## src/rtl/arb_client_pkg.sv

```systemverilog
// Shared types and parameter defaults for the arbiter client.
package arb_client_pkg;

  typedef enum logic {
    IDLE = 1'b0,
    REQ  = 1'b1
  } state_t;

  localparam int DATA_W_DEF     = 8;
  localparam int DEPTH_DEF      = 4;
  localparam int WAIT_LIMIT_DEF = 31;

endpackage

```

## src/rtl/arb_client_fifo.sv

```systemverilog
// Job buffer for the arbiter client: power-of-two circular FIFO with occupancy count.
module arb_client_fifo
  import arb_client_pkg::*;
#(
  parameter int DATA_W = DATA_W_DEF,
  parameter int DEPTH  = DEPTH_DEF
) (
  input  logic                         clock,
  input  logic                         reset,
  input  logic                         push,
  input  logic                         pop,
  input  logic [DATA_W-1:0]            data,
  output logic [DATA_W-1:0]            head,
  output logic                         full,
  output logic                         empty,
  output logic [$clog2(DEPTH+1)-1:0]   count
);

  localparam int PTR_W = $clog2(DEPTH);
  localparam int CNT_W = $clog2(DEPTH+1);

  logic [DATA_W-1:0] mem [DEPTH];
  logic [PTR_W-1:0]  rd_ptr;
  logic [PTR_W-1:0]  wr_ptr;
  logic              push_ok;
  logic              pop_ok;

  assign full    = (count == CNT_W'(DEPTH));
  assign empty   = (count == '0);
  assign push_ok = push && !full;
  assign pop_ok  = pop && !empty;
  assign head    = mem[rd_ptr];

  // Pointers wrap naturally because DEPTH is a power of two.
  always_ff @(posedge clock or posedge reset) begin
    if (reset) begin
      rd_ptr <= '0;
      wr_ptr <= '0;
      count  <= '0;
    end else begin
      if (push_ok) wr_ptr <= wr_ptr + 1'b1;
      if (pop_ok)  rd_ptr <= rd_ptr + 1'b1;
      if (push_ok && !pop_ok)      count <= count + 1'b1;
      else if (pop_ok && !push_ok) count <= count - 1'b1;
    end
  end

  always_ff @(posedge clock) begin
    if (push_ok) mem[wr_ptr] <= data;
  end

endmodule

```

## src/rtl/arb_client.sv

```systemverilog
// Arbiter client: buffers upstream jobs, requests a round-robin arbiter and issues one job per grant.
//   state | meaning
//   IDLE  | buffer empty, request low
//   REQ   | buffer holds jobs, request high until granted
module arb_client
  import arb_client_pkg::*;
#(
  parameter int DATA_W     = DATA_W_DEF,
  parameter int DEPTH      = DEPTH_DEF,
  parameter int WAIT_LIMIT = WAIT_LIMIT_DEF
) (
  input  logic                              clock,
  input  logic                              reset,
  input  logic                              in_valid,
  input  logic [DATA_W-1:0]                 in_data,
  output logic                              in_ready,
  output logic                              request,
  input  logic                              grant,
  output logic                              out_valid,
  output logic [DATA_W-1:0]                 out_data,
  output logic [$clog2(WAIT_LIMIT+2)-1:0]   wait_count,
  output logic                              starve,
  output logic                              proto_err
);

  localparam int CNT_W = $clog2(DEPTH+1);
  localparam int WC_W  = $clog2(WAIT_LIMIT+2);
  localparam logic [WC_W-1:0] WC_LAST = WC_W'(WAIT_LIMIT);
  localparam logic [WC_W-1:0] WC_MAX  = WC_W'(WAIT_LIMIT + 1);

  state_t             state;
  state_t             state_nxt;
  logic               push;
  logic               pop;
  logic               fifo_full;
  logic               fifo_empty;
  logic [DATA_W-1:0]  fifo_head;
  logic [CNT_W-1:0]   fifo_count;

  assign in_ready = !fifo_full;
  assign request  = (state == REQ);
  assign push     = in_valid && !fifo_full;
  assign pop      = request && grant && !fifo_empty;

  arb_client_fifo #(
    .DATA_W (DATA_W),
    .DEPTH  (DEPTH)
  ) u_fifo (
    .clock (clock),
    .reset (reset),
    .push  (push),
    .pop   (pop),
    .data  (in_data),
    .head  (fifo_head),
    .full  (fifo_full),
    .empty (fifo_empty),
    .count (fifo_count)
  );

  always_ff @(posedge clock or posedge reset) begin
    if (reset) state <= IDLE;
    else       state <= state_nxt;
  end

  always_comb begin
    state_nxt = state;
    case (state)
      IDLE: if (push) state_nxt = REQ;
      REQ:  if (pop && !push && fifo_count == CNT_W'(1)) state_nxt = IDLE;
      default: state_nxt = IDLE;
    endcase
  end

  always_ff @(posedge clock or posedge reset) begin
    if (reset) begin
      out_valid  <= 1'b0;
      out_data   <= '0;
      wait_count <= '0;
      starve     <= 1'b0;
      proto_err  <= 1'b0;
    end else begin
      out_valid <= pop;
      if (pop) out_data <= fifo_head;
      if (request && !grant) begin
        if (wait_count != WC_MAX) wait_count <= wait_count + 1'b1;
      end else begin
        wait_count <= '0;
      end
      // Set on the same edge that takes wait_count to WAIT_LIMIT+1.
      if (request && !grant && wait_count == WC_LAST) starve <= 1'b1;
      if (grant && !request) proto_err <= 1'b1;
    end
  end

endmodule

```

## config.mk

```make
export PLATFORM = sky130hd
export DESIGN_NAME = arb_client
export DESIGN_NICKNAME = d
export VERILOG_FILES = /design/src/rtl/arb_client_pkg.sv /design/src/rtl/arb_client_fifo.sv /design/src/rtl/arb_client.sv
export SDC_FILE = /design/constraint.sdc
export NUM_CORES = 1
export LEC_CHECK = 0
export ABC_AREA = 1
export CORE_ASPECT_RATIO = 1.5
export CORE_UTILIZATION = 40
export CTS_BUF_LIST = sky130_fd_sc_hd__clkbuf_2 sky130_fd_sc_hd__clkbuf_4 sky130_fd_sc_hd__clkbuf_8
export DETAILED_ROUTE_END_ITERATION = 10
export HOLD_SLACK_MARGIN = 0.12
export SLEW_MARGIN = 10
export SYNTH_ARGS = -nofsm -noshare
export SYNTH_HDL_FRONTEND = slang
export SYNTH_SLANG_ARGS = --single-unit
```

## constraint.sdc

```tcl
create_clock -name clock -period 3.65 [get_ports clock]
set_clock_uncertainty 0.05 [all_clocks]
set_input_delay 0.73 -clock clock [delete_from_list [all_inputs] [get_ports clock]]
set_output_delay 0.73 -clock clock [all_outputs]
set_load 0.05 [all_outputs]
```

==> results.sh <==
export IMPL_period_share_pct=75.51
export IMPL_clk_latency_ns=0.34
export IMPL_cp_cell_sequence="inv_1 > ha_1 > nand2_1 > clkdlybuf4s50_1"
export IMPL_max_cap_violations=0
export IMPL_viasPerCell=4.519
export IMPL_setup_slack_ns=0.8940
export IMPL_mostFrequentLayoutCell="nand2_1"
export IMPL_ctsLongestPathBuffers=2
export IMPL_finalHoldViolCount=0
export IMPL_cts_root_buf="clkbuf_8"
export IMPL_fin_cells=391
export IMPL_die_width_um=68.48
export IMPL_synth_top_family_by_area="simple AND/OR/NAND/NOR gates"
export IMPL_setup_tns_ns=0
export IMPL_finalNetCount=334
export IMPL_synth_compound_area_share_pct=2.076
export IMPL_rows=36
export IMPL_synth_xor_area_share_pct=1.321
export IMPL_critPathSlowestCell="clkdlybuf4s50_1"
export IMPL_netlist_area_um2=2651
export IMPL_vias=1767
export IMPL_start_kind="flip-flop"
export IMPL_die_h_um=101.7
export IMPL_crit_fanout=4
export IMPL_finalSetupViolCount=0
export IMPL_gp_congestion=0.7429
export IMPL_maxSlewHeadroom_pct=36.91
export IMPL_drt_pass1_iter_count=4
export IMPL_antenna_left=0
export IMPL_rsz0062_at_grt="false"
export IMPL_arrival_ns=1.98
export IMPL_hold_ws_ns=0.4084
export IMPL_wl_met3_um=156
export IMPL_ys_seq_area_share_pct=59.84
export IMPL_syn_nets=298
export IMPL_clk_pin_slew_worst_paths_ns=0.06
export IMPL_yosysUniqueCellTypes=27
export IMPL_core_area_um2=6441
export IMPL_grt_max_degree=26
export IMPL_cts_tree="done"
export IMPL_layout_common_cells="86 x nand2_1, 54 x inv_1, 32 x edfxtp_1, 30 x clkdlybuf4s50_1"
export IMPL_post_cts_setup_buffers=0
export IMPL_crit_path_end_kind="output pin"
export IMPL_final_util_pct=49.67
export IMPL_hold_path_class="flip-flop to flip-flop"
export IMPL_syn2layout_area_growth_pct=20.67
export IMPL_outcome="finished, final reports clean"
export IMPL_power_mw=1.291
export IMPL_final_area_um2=3199
export IMPL_drv_slew=0
export IMPL_place_ws_ns=1.112
export IMPL_max_clock_freq_mhz=362.8
export IMPL_period_needed_ns=2.756
export IMPL_cts_resized=0
export IMPL_avgSynthCellArea_um2=9.676
export IMPL_cts_htree_levels=3
export IMPL_wl_met1_mm=2.034
export IMPL_synth_cells=274
export IMPL_required_ns=2.87
export IMPL_highest_layer="met4"
export IMPL_grt_pass1_wl_mm=7.783
export IMPL_wl_per_cell_um=12.32
export IMPL_dp_hpwl_mm=3.398
export IMPL_drc=0
export IMPL_synth_adder_area_share_pct=5.663
export IMPL_critPathKind="flip-flop to output pin"
export IMPL_grt_overflow=0
export IMPL_grt_usage_pct=16.09
export IMPL_tightest_slew_ns=0.9453
export IMPL_power_density_nw_per_um2=403.7
export IMPL_wl_met2_mm=2.430
export IMPL_final_layout_size_suffix_gt1_share_pct=8.571
export IMPL_routed_wl_mm=4.817
export IMPL_ys_warn_count=0
export IMPL_antennaDiodeCount=0
export IMPL_initial_core_util_pct=41.16
export IMPL_yosys_area_share_simple_pct=21.33
export IMPL_post_place_cells=375
export IMPL_ioPinCount=31
export IMPL_synthMuxAreaShare_pct=0
export IMPL_slowest_delay_ns=0.80
export IMPL_dr_first_iter_drc_count=64
export IMPL_ys_ff_latch=57
export IMPL_cts_inserted_buffers=9
export IMPL_antenna_found_initial=0
export IMPL_io_buffers=30
export IMPL_clock_sinks=57
export IMPL_cts_hold_fix_buffers=0
export IMPL_power_leakage_nw=1.486
export IMPL_die_area_um2=6965
export IMPL_grt_pass1_vias=1723
export IMPL_placed_area_um2=2998
export IMPL_ir_drop_mv=0.3324
==> synth_stat cells (all sizes together) <==
cell type | n | area (um^2)
clkbuf | 1 | 13.76
nand4 | 2 | 12.51
edfxtp | 32 | 960.9
nor3 | 1 | 5.000
buf | 4 | 35.03
o21ai | 4 | 20.02
nand2 | 88 | 335.3
xnor2 | 2 | 17.52
inv | 55 | 206.4
o21bai | 1 | 7.510
nor2 | 13 | 63.81
a21o | 1 | 8.760
ha | 12 | 150.1
dfrtp | 25 | 625.6
or2 | 1 | 6.260
xor2 | 2 | 17.52
nand3 | 26 | 142.6
clkinv | 1 | 3.750
a21oi | 3 | 18.77
==> final cells by class <==
class | count | area, um^2
Fill cell | 627 | 3242
Sequential cell | 57 | 1587
Multi-Input combinational cell | 156 | 805.8
Timing Repair Buffer | 30 | 300.3
Inverter | 56 | 210.2
Clock buffer | 11 | 145.1
Tap cell | 76 | 95.09
Clock inverter | 5 | 56.30
==> cells by family (layout without fill, tap and decap cells) <==
kind of cell | Yosys count | after routing
AND/OR/NAND/NOR | 131 | 131
AO/OA/AOI/OAI | 9 | 9
XOR/XNOR | 4 | 4
flip-flops | 57 | 57
buffers and inverters | 61 | 102
adder cells (fa/ha/maj) | 12 | 12
==> path summary, 6_finish.rpt <==
kind	endpoint	from	cells past startpoint	slack, ns
min reg2reg	proto_err	proto_err	1	0.41
max	in_ready	u_fifo.count[0]	4	0.89
min	proto_err	proto_err	1	0.41
max in group asynchronous	u_fifo.wr_ptr[0]	reset	2	2.11
max reg2reg	u_fifo.mem[1][4]	u_fifo.count[0]	5	1.65
min in group asynchronous	out_data[1]	reset	2	0.85
==> report_power, final <==
group	switching, mW	total [mW]	internal (mW)
Combinational	0.0115	0.0221	0.0106
Sequential	0.0000000000000000230	0.681	0.681
Clock	0.249	0.588	0.340
Total	0.260	1.29	1.03
==> worst max-delay path, delay by kind of cell, from the launching register on <==
kind,cells,cell delay [ns]
flops,1,0.41
fa+ha+maj,1,0.24
buf+inv,2,0.88
simple gates,1,0.10
==> sequential cells by signal, indices dropped and copies added (netlist names) <==
signal         cells
u_fifo.rd_ptr      2
proto_err          1
out_data           8
out_valid          1
u_fifo.wr_ptr      2
u_fifo.mem        32
request            1
starve             1
wait_count         6
u_fifo.count       3
==> routing by layer <==
metal | vias to the layer above | GRT usage, %
met1 | 807 | 17.26
met5 | - | 0
met2 | 30 | 26.02
met3 | 16 | 5.518
met4 | 0 | 10.74
li1 | 914 | -
No activity file was read; power rests on OpenSTA's default activity.
